### src/rtl/mem_access_pkg.sv
// Shared constants for the SRAM load/store unit: RV32I width codes,
// FSM encoding and the misalignment/illegal-code fault decode.
package mem_access_pkg;

  localparam logic [2:0] F3_B  = 3'b000;
  localparam logic [2:0] F3_H  = 3'b001;
  localparam logic [2:0] F3_W  = 3'b010;
  localparam logic [2:0] F3_BU = 3'b100;
  localparam logic [2:0] F3_HU = 3'b101;

  localparam logic [2:0] STORE_F3_MAX    = F3_W;
  localparam logic [1:0] HALF_ALIGN_MASK = 2'b01;
  localparam logic [1:0] WORD_ALIGN_MASK = 2'b11;

  typedef enum logic [1:0] {
    S_IDLE = 2'd0,
    S_BEAT = 2'd1,
    S_WAIT = 2'd2,
    S_DONE = 2'd3
  } state_e;

  // 1 when the request must complete as a fault without touching the SRAM
  function automatic logic access_fault(input logic we, input logic [2:0] f3,
                                        input logic [1:0] addr_lo);
    logic f;
    if (we) f = (f3 > STORE_F3_MAX);
    else    f = (f3 == 3'b011) || (f3 == 3'b110) || (f3 == 3'b111);
    if ((f3 == F3_H) || (f3 == F3_HU)) f = f | (|(addr_lo & HALF_ALIGN_MASK));
    if (f3 == F3_W)                    f = f | (|(addr_lo & WORD_ALIGN_MASK));
    return f;
  endfunction

endpackage

### src/rtl/mem_access_unit_if.sv
// Core-side request/response and SRAM pins of the memory access unit.
interface mem_access_unit_if #(
  parameter int unsigned SRAM_DW = 16,
  parameter int unsigned ADDR_W  = 20
);
  localparam int unsigned LANES = SRAM_DW / 8;

  logic              i_req;
  logic              i_we;
  logic [2:0]        i_funct3;
  logic [31:0]       i_addr;
  logic [31:0]       i_write_data;
  logic              o_ready;
  logic              o_bubble;
  logic              o_done;
  logic              o_fault;
  logic [31:0]       o_read_data;
  logic [ADDR_W-1:0] o_sram_addr;
  logic [SRAM_DW-1:0] o_sram_wdata;
  logic [SRAM_DW-1:0] i_sram_rdata;
  logic              o_sram_ce_n;
  logic              o_sram_oe_n;
  logic              o_sram_we_n;
  logic [LANES-1:0]  o_sram_be_n;

  modport slave (
    input  i_req, i_we, i_funct3, i_addr, i_write_data, i_sram_rdata,
    output o_ready, o_bubble, o_done, o_fault, o_read_data,
           o_sram_addr, o_sram_wdata, o_sram_ce_n, o_sram_oe_n, o_sram_we_n, o_sram_be_n
  );

  modport master (
    output i_req, i_we, i_funct3, i_addr, i_write_data, i_sram_rdata,
    input  o_ready, o_bubble, o_done, o_fault, o_read_data,
           o_sram_addr, o_sram_wdata, o_sram_ce_n, o_sram_oe_n, o_sram_we_n, o_sram_be_n
  );
endinterface

### src/rtl/mem_lane_align.sv
// Combinational lane steering: byte-enable select, store replication and
// load shift/extension for one SRAM word.
module mem_lane_align
  import mem_access_pkg::*;
#(
  parameter int unsigned SRAM_DW = 16
) (
  input  logic [2:0]           funct3_i,
  input  logic [1:0]           offset_i,
  input  logic                 beat_i,
  input  logic [31:0]          store_data_i,
  input  logic [31:0]          raw_load_i,
  output logic [SRAM_DW/8-1:0] be_n_o,
  output logic [SRAM_DW-1:0]   wdata_o,
  output logic [31:0]          load_data_o
);
  localparam int unsigned LANES = SRAM_DW / 8;

  logic [31:0] shifted;

  always_comb begin
    be_n_o  = '0;
    wdata_o = SRAM_DW'(beat_i ? (store_data_i >> 16) : store_data_i);
    case (funct3_i)
      F3_B, F3_BU: begin
        be_n_o  = ~(LANES'(1) << offset_i);
        wdata_o = {LANES{store_data_i[7:0]}};
      end
      F3_H, F3_HU: begin
        be_n_o  = ~(LANES'(3) << offset_i);
        wdata_o = {(LANES / 2){store_data_i[15:0]}};
      end
      default: ;
    endcase
  end

  // Lowest byte address sits in lane [7:0], so shifting by the offset aligns the datum
  always_comb begin
    shifted     = raw_load_i >> {offset_i, 3'b000};
    load_data_o = shifted;
    case (funct3_i)
      F3_B:  load_data_o = {{24{shifted[7]}}, shifted[7:0]};
      F3_BU: load_data_o = {24'h0, shifted[7:0]};
      F3_H:  load_data_o = {{16{shifted[15]}}, shifted[15:0]};
      F3_HU: load_data_o = {16'h0, shifted[15:0]};
      default: ;
    endcase
  end

endmodule

### src/rtl/mem_access_unit.sv
// RV32I load/store sequencer for an asynchronous 16- or 32-bit SRAM with
// programmable wait states; words on a 16-bit SRAM take two beats.
module mem_access_unit
  import mem_access_pkg::*;
#(
  parameter int unsigned SRAM_DW     = 16,
  parameter int unsigned ADDR_W      = 20,
  parameter int unsigned WAIT_CYCLES = 0
) (
  input  logic               i_clk,
  input  logic               i_rst,
  mem_access_unit_if.slave   bus
);
  localparam int unsigned LANES    = SRAM_DW / 8;
  localparam int unsigned SHIFT    = (SRAM_DW == 32) ? 2 : 1;
  localparam logic [1:0]  OFF_MASK = (SRAM_DW == 32) ? 2'b11 : 2'b01;
  localparam logic [1:0]  LAST_CNT = 2'(WAIT_CYCLES);
  localparam logic        HAS_WAIT = (WAIT_CYCLES != 0);

  state_e             state_q;
  logic               we_q;
  logic [2:0]         funct3_q;
  logic [1:0]         addr_lo_q;
  logic [31:0]        wdata_in_q;
  logic               beat_q;
  logic [1:0]         cnt_q;
  logic [15:0]        lo_q;
  logic               ready_q, done_q, fault_q;
  logic [31:0]        rdata_q;
  logic [ADDR_W-1:0]  sram_addr_q;
  logic [SRAM_DW-1:0] sram_wdata_q;
  logic               ce_n_q, oe_n_q, we_n_q;
  logic [LANES-1:0]   be_n_q;

  logic               idle;
  logic               two_beat;
  logic [2:0]         al_funct3;
  logic [1:0]         al_off;
  logic [31:0]        al_store;
  logic [31:0]        raw_load;
  logic [31:0]        load_data;
  logic [LANES-1:0]   al_be_n;
  logic [SRAM_DW-1:0] al_wdata;
  logic               unused_bits;

  assign idle      = (state_q == S_IDLE);
  assign two_beat  = (SRAM_DW == 16) && (funct3_q == F3_W);
  // In IDLE the aligner sees the incoming request so beat 0 can be registered on accept
  assign al_funct3 = idle ? bus.i_funct3 : funct3_q;
  assign al_off    = (idle ? bus.i_addr[1:0] : addr_lo_q) & OFF_MASK;
  assign al_store  = idle ? bus.i_write_data : wdata_in_q;

  generate
    if (SRAM_DW == 16) begin : g_raw16
      assign raw_load = (funct3_q == F3_W) ? {16'(bus.i_sram_rdata), lo_q}
                                           : 32'(bus.i_sram_rdata);
    end else begin : g_raw32
      assign raw_load = 32'(bus.i_sram_rdata);
    end
  endgenerate

  mem_lane_align #(.SRAM_DW(SRAM_DW)) u_align (
    .funct3_i     (al_funct3),
    .offset_i     (al_off),
    .beat_i       (!idle),
    .store_data_i (al_store),
    .raw_load_i   (raw_load),
    .be_n_o       (al_be_n),
    .wdata_o      (al_wdata),
    .load_data_o  (load_data)
  );

  always_ff @(posedge i_clk or posedge i_rst) begin
    if (i_rst) begin
      state_q      <= S_IDLE;
      we_q         <= 1'b0;
      funct3_q     <= '0;
      addr_lo_q    <= '0;
      wdata_in_q   <= '0;
      beat_q       <= 1'b0;
      cnt_q        <= '0;
      lo_q         <= '0;
      ready_q      <= 1'b1;
      done_q       <= 1'b0;
      fault_q      <= 1'b0;
      rdata_q      <= '0;
      sram_addr_q  <= '0;
      sram_wdata_q <= '0;
      ce_n_q       <= 1'b1;
      oe_n_q       <= 1'b1;
      we_n_q       <= 1'b1;
      be_n_q       <= '1;
    end else begin
      case (state_q)
        S_IDLE: if (bus.i_req) begin
          we_q       <= bus.i_we;
          funct3_q   <= bus.i_funct3;
          addr_lo_q  <= bus.i_addr[1:0];
          wdata_in_q <= bus.i_write_data;
          beat_q     <= 1'b0;
          cnt_q      <= '0;
          ready_q    <= 1'b0;
          if (access_fault(bus.i_we, bus.i_funct3, bus.i_addr[1:0])) begin
            state_q <= S_DONE;
            done_q  <= 1'b1;
            fault_q <= 1'b1;
          end else begin
            state_q      <= S_BEAT;
            ce_n_q       <= 1'b0;
            oe_n_q       <= bus.i_we;
            we_n_q       <= ~(bus.i_we & HAS_WAIT);
            be_n_q       <= al_be_n;
            sram_addr_q  <= ADDR_W'(bus.i_addr >> SHIFT);
            sram_wdata_q <= al_wdata;
          end
        end
        S_BEAT, S_WAIT: begin
          if (cnt_q != LAST_CNT) begin
            // Write strobe drops on the final cycle of the beat
            state_q <= S_WAIT;
            cnt_q   <= cnt_q + 2'd1;
            we_n_q  <= ~(we_q & ((cnt_q + 2'd1) != LAST_CNT));
          end else if (two_beat && !beat_q) begin
            state_q      <= S_BEAT;
            beat_q       <= 1'b1;
            cnt_q        <= '0;
            lo_q         <= 16'(bus.i_sram_rdata);
            sram_addr_q  <= sram_addr_q + ADDR_W'(1);
            sram_wdata_q <= al_wdata;
            we_n_q       <= ~(we_q & HAS_WAIT);
          end else begin
            state_q <= S_DONE;
            done_q  <= 1'b1;
            ce_n_q  <= 1'b1;
            oe_n_q  <= 1'b1;
            we_n_q  <= 1'b1;
            be_n_q  <= '1;
            if (!we_q) rdata_q <= load_data;
          end
        end
        S_DONE: begin
          state_q <= S_IDLE;
          done_q  <= 1'b0;
          fault_q <= 1'b0;
          ready_q <= 1'b1;
        end
        default: state_q <= S_IDLE;
      endcase
    end
  end

  assign bus.o_ready      = ready_q;
  assign bus.o_bubble     = (idle & bus.i_req) | (state_q == S_BEAT) | (state_q == S_WAIT);
  assign bus.o_done       = done_q;
  assign bus.o_fault      = fault_q;
  assign bus.o_read_data  = rdata_q;
  assign bus.o_sram_addr  = sram_addr_q;
  assign bus.o_sram_wdata = sram_wdata_q;
  assign bus.o_sram_ce_n  = ce_n_q;
  assign bus.o_sram_oe_n  = oe_n_q;
  assign bus.o_sram_we_n  = we_n_q;
  assign bus.o_sram_be_n  = be_n_q;

  assign unused_bits = ^{bus.i_addr, lo_q};

endmodule

### src/flat_wrapper.sv
// flat-port wrapper written by rule: the top's interface ports become plain ports
module mem_access_unit_flat import mem_access_pkg::*;
#(
  parameter int unsigned SRAM_DW     = 16,
  parameter int unsigned ADDR_W      = 20,
  parameter int unsigned WAIT_CYCLES = 0
)
  (i_clk, i_rst, bus_i_req, bus_i_we, bus_i_funct3, bus_i_addr, bus_i_write_data, bus_i_sram_rdata, bus_o_ready, bus_o_bubble, bus_o_done, bus_o_fault, bus_o_read_data, bus_o_sram_addr, bus_o_sram_wdata, bus_o_sram_ce_n, bus_o_sram_oe_n, bus_o_sram_we_n, bus_o_sram_be_n);
  mem_access_unit_if #(.SRAM_DW(SRAM_DW), .ADDR_W(ADDR_W)) bus_i ();
  input  logic i_clk;
  input  logic i_rst;
  input wire logic [$bits(bus_i.i_req)-1:0] bus_i_req;
  input wire logic [$bits(bus_i.i_we)-1:0] bus_i_we;
  input wire logic [$bits(bus_i.i_funct3)-1:0] bus_i_funct3;
  input wire logic [$bits(bus_i.i_addr)-1:0] bus_i_addr;
  input wire logic [$bits(bus_i.i_write_data)-1:0] bus_i_write_data;
  input wire logic [$bits(bus_i.i_sram_rdata)-1:0] bus_i_sram_rdata;
  output wire logic [$bits(bus_i.o_ready)-1:0] bus_o_ready;
  output wire logic [$bits(bus_i.o_bubble)-1:0] bus_o_bubble;
  output wire logic [$bits(bus_i.o_done)-1:0] bus_o_done;
  output wire logic [$bits(bus_i.o_fault)-1:0] bus_o_fault;
  output wire logic [$bits(bus_i.o_read_data)-1:0] bus_o_read_data;
  output wire logic [$bits(bus_i.o_sram_addr)-1:0] bus_o_sram_addr;
  output wire logic [$bits(bus_i.o_sram_wdata)-1:0] bus_o_sram_wdata;
  output wire logic [$bits(bus_i.o_sram_ce_n)-1:0] bus_o_sram_ce_n;
  output wire logic [$bits(bus_i.o_sram_oe_n)-1:0] bus_o_sram_oe_n;
  output wire logic [$bits(bus_i.o_sram_we_n)-1:0] bus_o_sram_we_n;
  output wire logic [$bits(bus_i.o_sram_be_n)-1:0] bus_o_sram_be_n;
  assign bus_i.i_req = bus_i_req;
  assign bus_i.i_we = bus_i_we;
  assign bus_i.i_funct3 = bus_i_funct3;
  assign bus_i.i_addr = bus_i_addr;
  assign bus_i.i_write_data = bus_i_write_data;
  assign bus_i.i_sram_rdata = bus_i_sram_rdata;
  assign bus_o_ready = bus_i.o_ready;
  assign bus_o_bubble = bus_i.o_bubble;
  assign bus_o_done = bus_i.o_done;
  assign bus_o_fault = bus_i.o_fault;
  assign bus_o_read_data = bus_i.o_read_data;
  assign bus_o_sram_addr = bus_i.o_sram_addr;
  assign bus_o_sram_wdata = bus_i.o_sram_wdata;
  assign bus_o_sram_ce_n = bus_i.o_sram_ce_n;
  assign bus_o_sram_oe_n = bus_i.o_sram_oe_n;
  assign bus_o_sram_we_n = bus_i.o_sram_we_n;
  assign bus_o_sram_be_n = bus_i.o_sram_be_n;
  mem_access_unit #(.SRAM_DW(SRAM_DW), .ADDR_W(ADDR_W), .WAIT_CYCLES(WAIT_CYCLES)) u_core (.i_clk(i_clk), .i_rst(i_rst), .bus(bus_i));
endmodule
### config.mk
export PLATFORM = sky130hd
export DESIGN_NAME = mem_access_unit_flat
export DESIGN_NICKNAME = d
export VERILOG_FILES = /design/src/rtl/mem_access_pkg.sv /design/src/rtl/mem_access_unit_if.sv /design/src/rtl/mem_lane_align.sv /design/src/rtl/mem_access_unit.sv /design/src/flat_wrapper.sv
export SDC_FILE = /design/constraint.sdc
export NUM_CORES = 1
export LEC_CHECK = 0
export CORE_MARGIN = 4
export CORE_UTILIZATION = 50
export CTS_CLUSTER_SIZE = 8
export DETAILED_ROUTE_END_ITERATION = 10
export PLACE_DENSITY = 0.85
export SYNTH_ARGS = -nofsm -noshare
export SYNTH_HDL_FRONTEND = slang
export SYNTH_SLANG_ARGS = --single-unit
### constraint.sdc
create_clock -name i_clk -period 5.25 [get_ports i_clk]
set_input_delay 1.05 -clock i_clk [delete_from_list [all_inputs] [get_ports i_clk]]
set_output_delay 1.05 -clock i_clk [all_outputs]
set_load 0.05 [all_outputs]
==> impl_metrics.yaml, run 1 <==
run_status:
  status: "complete, no violations"
cts:
  postCtsSetupRepairBufs: 0
  clock_path_buffers: 2
  clk_pin_slew_worst_paths_ns: 0.05
  ctsHtreeMaxLevel: 4
  clockRootBuffer: "clkbuf_16"
  cts_tree: "done"
  clock-sinks: 134
  worstSkewPairLatency_ns: 0.42
  cts_resized: 0
  cts_buffers: 17
  cts_hold_buf: 0
synthesis:
  synth_area_um2: 6780
  synth_area_leaders: "dfrtp_1, mux2_2, nand2_1"
  yosysTopAreaCellShare_pct: 47.3
  synth_cell_types: 56
  ys_ff_latch: 134
  avgSynthCellArea_um2: 9.71
  ys_warn_count: 0
  synthCells: 698
  synth_flop_cell: "dfrtp_1"
  synth_edf_count: 0
  synth_top_area_cell: "dfrtp_1"
  synthArstFlopShare_pct: 100
  synth_fp_nets: 794
  ys_seq_area_share_pct: 49.6
setup_path:
  r2r_end: "u_core.bus.o_read_data[25]"
  reg2reg_depth: 8
  crit_family: "buffers and inverters"
  r2r_slack_ns: 1.83
  crit_path_max_fanout: 34
  r2r-start: "u_core.state_q[1]"
  path_cells: "clkdlybuf4s50_1 -> and2_1 -> buf_4 -> or3_1 -> buf_4"
  path_buf_inv: 3
  arrival_ns: 2.69
  start_kind: "input port"
  critical-path-slowest-cell: "clkdlybuf4s50_1"
  crit_top_cell: "buf_4"
  crit_type: "in2out"
  cp-end-kind: "output port"
  cp.required_ns: 4.20
  cpPeakStageDelay_ns: 0.55
die:
  dieArea_um2: 15500
  coreArea_um2: 13200
  die_y_um: 124
  die-width_um: 124
  row_count: 42
  start_util_pct: 51.2
  ios: 164
global_route:
  grt_overflow_total: 0
  antenna_found_initial: 0
  grt_pass1_vias: 5759
  grt_pass1_wl_mm: 29.9
  grtUsageTotal_pct: 23.7
  grt_max_degree: 103
hold_path:
  hold_start: "u_core.lo_q[4]"
  hp-class: "reg2reg"
  min_delay_path_depth: 2
  holdPathEnd: "u_core.lo_q[4]"
detailed_routing:
  drt_iter0_markers: 547
  vias: 5893
  drc: 0
  wl_per_cell_um: 17.9
  ant_nets: 0
  routed_wl_mm: 18.4
  dr.pass1.iters: 5
  avgViaCountPerCell: 5.74
timing:
  fmax_mhz: 267
  min_period_ns: 3.74
  setup_viol_count_final: 0
  fin_worst_skew_ns: 0.00811
  hold_viol_final: 0
  worst_slew_pin_slew_ns: 1.13
  slew-limit-headroom_pct: 24.7
  setup_tns_ns: 0
  drv_slew: 0
  rsz0062_at_grt: "false"
  fin_crit_sh_pct: 71.3
cells_and_area:
  drive_gt1_share_pct: 11.9
  area_delta_synth_final_pct: 32.9
  antenna_cells: 0
  fin_nets: 933
run:
  maxCapViolations: 0
placed_design:
  port_buffers: 152
  place.gp.congestion: 0.882
  hpwl_mm: 12.8
power:
  powerDensity_nw_per_um2: 798
  fin_total_pwr_mw: 7.19
  p_leak_nw: 3.78
  vdd_ir_drop_max_v: 0.000403
## power by group
| group | internal (mW) | switching, mW | leakage [nW] | total (mW) |
|---|---|---|---|---|
| combinational | 1.46 | 2.59 | 1.91 | 4.05 |
| sequential | 1.56 | 0.401 | 1.60 | 1.96 |
| clock | 0.724 | 0.456 | 0.272 | 1.18 |
| total | 3.74 | 3.45 | 3.78 | 7.19 |
## metrics by stage
stage / hold WS, ns / instances / util, % / instance area, µm² / setup slack (ns)
4_1_cts: 0.475 / 1026 / 68.0 / 9010 / 1.52
5_1_grt: 0.486 / 1026 / 68.0 / 9010 / 1.41
6_report: 0.472 / 1026 / 68.0 / 9010 / 1.51
3_5_place_dp: 0.459 / 994 / 63.6 / 8420 / 1.53
2_1_floorplan: 0.437 / 698 / - / 6780 / 0.627
3_3_place_gp: 0.451 / 994 / 63.6 / 8420 / 1.54
## flip-flops by register name, summed over array words and instances, names as in the netlist, 2 cells and up
signal,cells
u_core.lo_q,16
u_core.funct3_q,3
u_core.bus.o_sram_addr,20
u_core.wdata_in_q,32
u_core.state_q,2
u_core.bus.o_read_data,32
u_core.bus.o_sram_be_n,2
u_core.cnt_q,2
u_core.bus.o_sram_wdata,16
## logic make-up (layout without fill, tap and decap cells)
| family | Yosys count | count (layout) | share of synthesized area (%) |
|---|---|---|---|
| AO/OA/AOI/OAI | 196 | 196 | 18.6 |
| flip-flops | 134 | 134 | 49.6 |
| buffers and inverters | 51 | 203 | 3.23 |
| multiplexers | 74 | 74 | 11.6 |
| adder cells (fa/ha/maj) | 9 | 9 | 1.66 |
| AND/OR/NAND/NOR | 234 | 234 | 15.3 |
## final cells by class
| cell class | instances | area (µm²) |
|---|---|---|
| Clock buffer | 21 | 460 |
| Clock inverter | 11 | 125 |
| Fill cell | 1047 | 4240 |
| Inverter | 11 | 46.3 |
| Multi-Input combinational cell | 513 | 3220 |
| Sequential cell | 134 | 3360 |
| Tap cell | 176 | 220 |
| Timing Repair Buffer | 160 | 1580 |
## per-layer routing
| metal | track usage [%] | vias up | share of wire (%) |
|---|---|---|---|
| met1 | 31.4 | 2843 | 42 |
| met5 | 0 | - | 0 |
| met3 | 6.65 | 40 | 6.9 |
| li1 | - | 2776 | - |
| met2 | 36.8 | 234 | 48 |
| met4 | 9.67 | 0 | 2.6 |
## how the worst max path moves through the flow
stage | start | endpoint | cells past startpoint
floorplan | i_rst | u_core.addr_lo_q[0] | 1
global placement | bus_i_req | bus_o_bubble | 5
detailed placement | bus_i_req | bus_o_bubble | 5
CTS | bus_i_req | bus_o_bubble | 5
global route | bus_i_req | bus_o_bubble | 5
finish | bus_i_req | bus_o_bubble | 5
## worst register-to-register path, delay by kind of cell, from the launching register on
family,cells,cell delay [ns]
adders and majority gates,1,0.36
muxes,3,1.07
buffers and inverters,2,0.57
DFF,1,0.40
AOI/OAI and AO/OA,2,0.84
## synth_stat cells, types with 8 or more instances
master     instances
nor2_1            56
mux2_2            38
o22ai_1           15
dfrtp_1          128
a2bb2oi_1          9
nand3_1           19
a211oi_1          18
and2_1             8
buf_2             13
a21oi_1           62
a21o_1             9
inv_1             10
or2_2              8
o21ai_0           39
clkbuf_1          21
mux2i_1           36
a22oi_1           11
nand2_1          110
ha_1               9
## cell usage in the layout (no fill, tap or decap), types with 4 or more instances in the layout
cell,instances
nand3_1,19
dfrtp_1,128
a2bb2oi_1,9
nor2_1,56
ha_1,8
nor3_1,6
a211oi_1,18
o22ai_1,15
mux2_2,38
a22oi_1,11
clkdlybuf4s50_1,151
o2bb2ai_1,7
a21oi_1,62
clkbuf_16,17
nand2_1,110
buf_4,9
nand4_1,5
and2_1,8
or2_2,8
clkinvlp_4,5
mux2i_1,36
a21o_1,9
inv_1,9
or3_1,4
dfstp_2,6
o21ai_0,39
No activity file was read; power rests on OpenSTA's default activity.
==> inputs of run 2 (changes only) <==
Clock period 5.25 ns to 3.5 ns, I/O delays scaled along.
==> impl_metrics.yaml, run 2 (synthesis gave the netlist of run 1 again) <==
run_status:
  status: "complete, no violations"
setup_path:
  start_kind: "register"
  cp.required_ns: 3.77
  cp-end-kind: "register"
  critical_path.startpoint: "u_core.state_q[0]"
  crit_type: "reg2reg"
  arrival_ns: 3.22
  r2r-start: "u_core.state_q[0]"
  crit_path_max_fanout: 28
cts:
  worstSkewPairLatency_ns: 0.43
  cts_hold_buf: 0
  clk_pin_slew_worst_paths_ns: 0.06
  cts_resized: 0
  postCtsSetupRepairBufs: 0
  clockRootBuffer: "clkbuf_16"
  cts_buffers: 17
  clock_path_buffers: 2
  ctsHtreeMaxLevel: 4
  clock-sinks: 134
  cts_tree: "done"
cells_and_area:
  drive_gt1_share_pct: 12.8
  fill_cells: 991
  mostFrequentLayoutCells: "clkdlybuf4s50_1, dfrtp_1, nand2_1"
  layout.cells.non_filler: 1033
  antenna_cells: 0
  fin_nets: 940
  area_delta_synth_final_pct: 34.6
  mostFrequentLayoutCell: "clkdlybuf4s50_1"
global_route:
  met1_usage_pct: 29.5
  grt_pass1_wl_mm: 29.9
  grt_max_degree: 56
  grt_pass1_vias: 6015
  met3_usage_pct: 8.15
  grt_overflow_total: 0
  antenna_found_initial: 0
  grtUsageTotal_pct: 23.9
  grt_use_met2_pct: 38.0
  grt_busiest_layer: "met2"
die:
  dieArea_um2: 15500
  row_count: 42
  ios: 164
  coreArea_um2: 13200
  die-width_um: 124
  die_y_um: 124
  start_util_pct: 51.2
placed_design:
  place.gp.congestion: 0.865
  preCtsSetupSlack_ns: 0.465
  dp.cells: 1001
  hpwl_mm: 12.9
  port_buffers: 152
timing:
  setup_viol_count_final: 0
  setup_tns_ns: 0
  min_period_ns: 2.95
  drv_slew: 0
  finalWorstSetupSlack_ns: 0.547
  fin_worst_skew_ns: 0.0128
  rsz0062_at_grt: "false"
  fmax_mhz: 339
  fin_crit_sh_pct: 84.4
  slew-limit-headroom_pct: 36.7
  worst_slew_pin_slew_ns: 0.942
  hold_viol_final: 0
detailed_routing:
  drt_iter0_markers: 430
  routed_wl_mm: 18.5
  dr.pass1.iters: 5
  wl_per_cell_um: 18.0
  vias: 5988
  ant_nets: 0
  drc: 0
  avgViaCountPerCell: 5.80
power:
  vdd_ir_drop_max_v: 0.000616
  powerDensity_nw_per_um2: 1200
  p_leak_nw: 3.84
run:
  maxCapViolations: 0
hold_path:
  hp-class: "reg2reg"
  hold_start: "u_core.lo_q[3]"
## run 2: cell types whose count changed in the layout (fill, tap and decap cells not counted)
cell,previous run,this run
buf_4,9,13
buf_12,0,3
inv_6,2,5
clkbuf_1,2,0
bufinv_16,2,3
clkbuf_8,2,1
clkinv_2,2,3
clkinv_4,1,0
clkinvlp_4,5,4
## run 2: worst max-delay path, cell delays in order (launching register included)
cell     delay [ns]
dfrtp_1        0.40
inv_1          0.10
ha_2           0.63
nand2_1        0.23
or3_1          0.67
a21oi_1        0.61
a21oi_1        0.15
## run 2: routing by layer
layer / vias up / routed length (µm)
met5: - / 0
li1: 2798 / -
met3: 46 / 1410
met2: 242 / 8850
met4: 0 / 702
met1: 2902 / 7590
## run 2: final cells by class
type / count / area (µm²) / share of cell area (%)
sequential: 134 / 3360 / 36.8
multi-input combinational: 513 / 3220 / 35.3
timing repair buffer: 167 / 1670 / 18.3
clock buffer: 18 / 439 / 4.81
tap: 176 / 220 / 2.41
clock inverter: 14 / 171 / 1.88
inverter: 11 / 45.0 / 0.494
## run 2: path summary, 6_finish.rpt
kind | end | slack [ns] | cells past startpoint
min in group asynchronous | u_core.bus.o_sram_wdata[3] | 0.76 | 2
hold / removal | u_core.lo_q[3] | 0.47 | 2
setup / recovery | u_core.bus.o_read_data[14] | 0.55 | 6
max in group asynchronous | u_core.bus.o_sram_oe_n | 1.99 | 3
setup reg to reg | u_core.bus.o_read_data[14] | 0.55 | 6
hold reg to reg | u_core.lo_q[3] | 0.47 | 2
## run 2: power by group
part           switching (mW)  leakage (nW)  internal, mW  total [mW]
clock                   0.707         0.294          1.15        1.85
sequential              0.575          1.60          2.34        2.91
combinational            3.95          1.95          2.27        6.22
## run 2: stage by stage
step | total power [mW] | utilization, % | hold WS, ns | instance area [µm²]
6_report | 11.0 | 68.9 | 0.470 | 9120
5_1_grt | 11.7 | 68.9 | 0.483 | 9120
4_1_cts | 11.0 | 68.9 | 0.471 | 9120
3_5_place_dp | 9.07 | 64.3 | 0.457 | 8510
3_3_place_gp | 8.90 | 64.3 | 0.450 | 8510
2_1_floorplan | 7.21 | - | 0.437 | 6780
==> inputs of run 3 (changes only) <==
Settings changed: CORE_UTILIZATION 50 to 45, PLACE_DENSITY 0.85 to 0.81.
Clock period 3.5 ns to 2.5 ns, I/O delays scaled along.
==> impl_metrics.yaml, run 3 (synthesis gave the netlist of run 1 again) <==
die:
  dieArea_um2: 17100
  die_y_um: 131
  start_util_pct: 46.3
  ios: 164
  coreArea_um2: 14600
  die-width_um: 131
  row_count: 44
cts:
  worstSkewPairLatency_ns: 0.43
  clock-sinks: 134
  clockRootBuffer: "clkbuf_16"
  clock_path_buffers: 2
  cts_buffers: 17
  cts_tree: "done"
  clk_pin_slew_worst_paths_ns: 0.06
  ctsHtreeMaxLevel: 4
  cts_hold_buf: 0
detailed_routing:
  vias: 5980
  wl_per_cell_um: 17.8
  drc: 0
  ant_nets: 0
  dr.pass1.iters: 5
  avgViaCountPerCell: 5.59
  routed_wl_mm: 19.0
  drt_iter0_markers: 471
setup_path:
  cp.required_ns: 2.00
  start_kind: "register"
  crit_type: "reg2out"
  crit_path_max_fanout: 18
  arrival_ns: 1.94
  path_cells: "inv_1 -> ha_2 -> buf_6 -> and2_2 -> or3_4 -> buf_12"
  critical-path-slowest-cell: "dfrtp_1"
  cpPeakStageDelay_ns: 0.36
  cp-end-kind: "output port"
cells_and_area:
  regArea_um2: 3360
  fin_util_pct: 63.5
  antenna_cells: 0
  area_delta_synth_final_pct: 37.3
  drive_gt1_share_pct: 15.6
  mostFrequentLayoutCells: "clkdlybuf4s50_1, dfrtp_1, nand2_1"
  mostFrequentLayoutCell: "clkdlybuf4s50_1"
  multi_input_area_um2: 3220
  fin_nets: 968
  layout.cells.non_filler: 1069
  fill_cells: 1151
timing:
  hold_ws_ns: 0.466
  min_period_ns: 2.44
  fin_worst_skew_ns: 0.00781
  worst_slew_pin_slew_ns: 0.668
  rsz0062_at_grt: "false"
  setup_viol_count_final: 0
  hold_viol_final: 0
  drv_slew: 0
  setup_tns_ns: 0
  fin_crit_sh_pct: 97.7
  slew-limit-headroom_pct: 55.4
  fmax_mhz: 410
power:
  vdd_ir_drop_max_v: 0.00100
  powerDensity_nw_per_um2: 1670
  p_leak_nw: 3.95
global_route:
  grtUsageTotal_pct: 22.6
  grt_pass1_vias: 5809
  grt_max_degree: 100
  grt_overflow_total: 0
  grt_pass1_wl_mm: 30.0
  antenna_found_initial: 0
placed_design:
  place.gp.congestion: 0.897
  port_buffers: 152
  hpwl_mm: 13.4
  dp.cells: 1035
run_status:
  status: "complete, no violations"
hold_path:
  hp-class: "reg2reg"
run:
  maxCapViolations: 0
[run 3: cell type report]
type                            count  share of cell area (%)
Clock buffer                       21                    4.95
Clock inverter                     11                   0.820
Inverter                           11                   0.484
Multi-Input combinational cell    513                    34.6
Sequential cell                   134                    36.1
Tap cell                          184                    2.47
Timing Repair Buffer              195                    20.5
[run 3: repair_timing]
action / CTS / global route
setup buffers: 2 / 0
endpoints found under the setup margin: 1 / 1
endpoints found under the hold margin: 0 / 0
pin swaps: 0 / 0
gates resized for setup: 1 / 1
[run 3: routing by layer]
layer / GRT usage, % / routed length (µm)
met1: 30.0 / 8140
met2: 35.2 / 9180
met3: 5.81 / 1150
met5: 0 / 0
met4: 9.80 / 579
[run 3: critical path, delay by kind of cell (launching register included)]
kind / cells / cell delay, ns
adders and majority gates: 1 / 0.19
buffers and inverters: 3 / 0.41
and+or+nand+nor: 2 / 0.56
DFF: 1 / 0.36
[run 3: stage by stage]
step	total power, mW	instance area, µm²	setup WS (ns)
after floorplan	10.1	6780	0.0765
after global placement	12.9	8740	-0.0278
after detailed placement	13.1	8740	-0.103
after CTS	15.5	9300	0.0357
after global routing	16.4	9300	0.0175
final	15.5	9300	0.0587
[run 3: final timing paths]
check	from	endpoint	slack, ns	cells after the start
hold reg to reg	u_core.lo_q[3]	u_core.lo_q[3]	0.47	2
setup / recovery	u_core.state_q[1]	bus_o_bubble	0.06	6
setup reg to reg	u_core.state_q[1]	u_core.bus.o_read_data[9]	0.14	7
min in group asynchronous	i_rst	u_core.bus.o_sram_addr[1]	0.57	3
hold / removal	u_core.lo_q[3]	u_core.lo_q[3]	0.47	2
max in group asynchronous	i_rst	u_core.bus.o_read_data[20]	1.49	3
[run 3: where the power goes]
group          switching [mW]  internal (mW)
Combinational            5.63           3.53
Sequential              0.786           3.27
Clock                   0.960           1.32
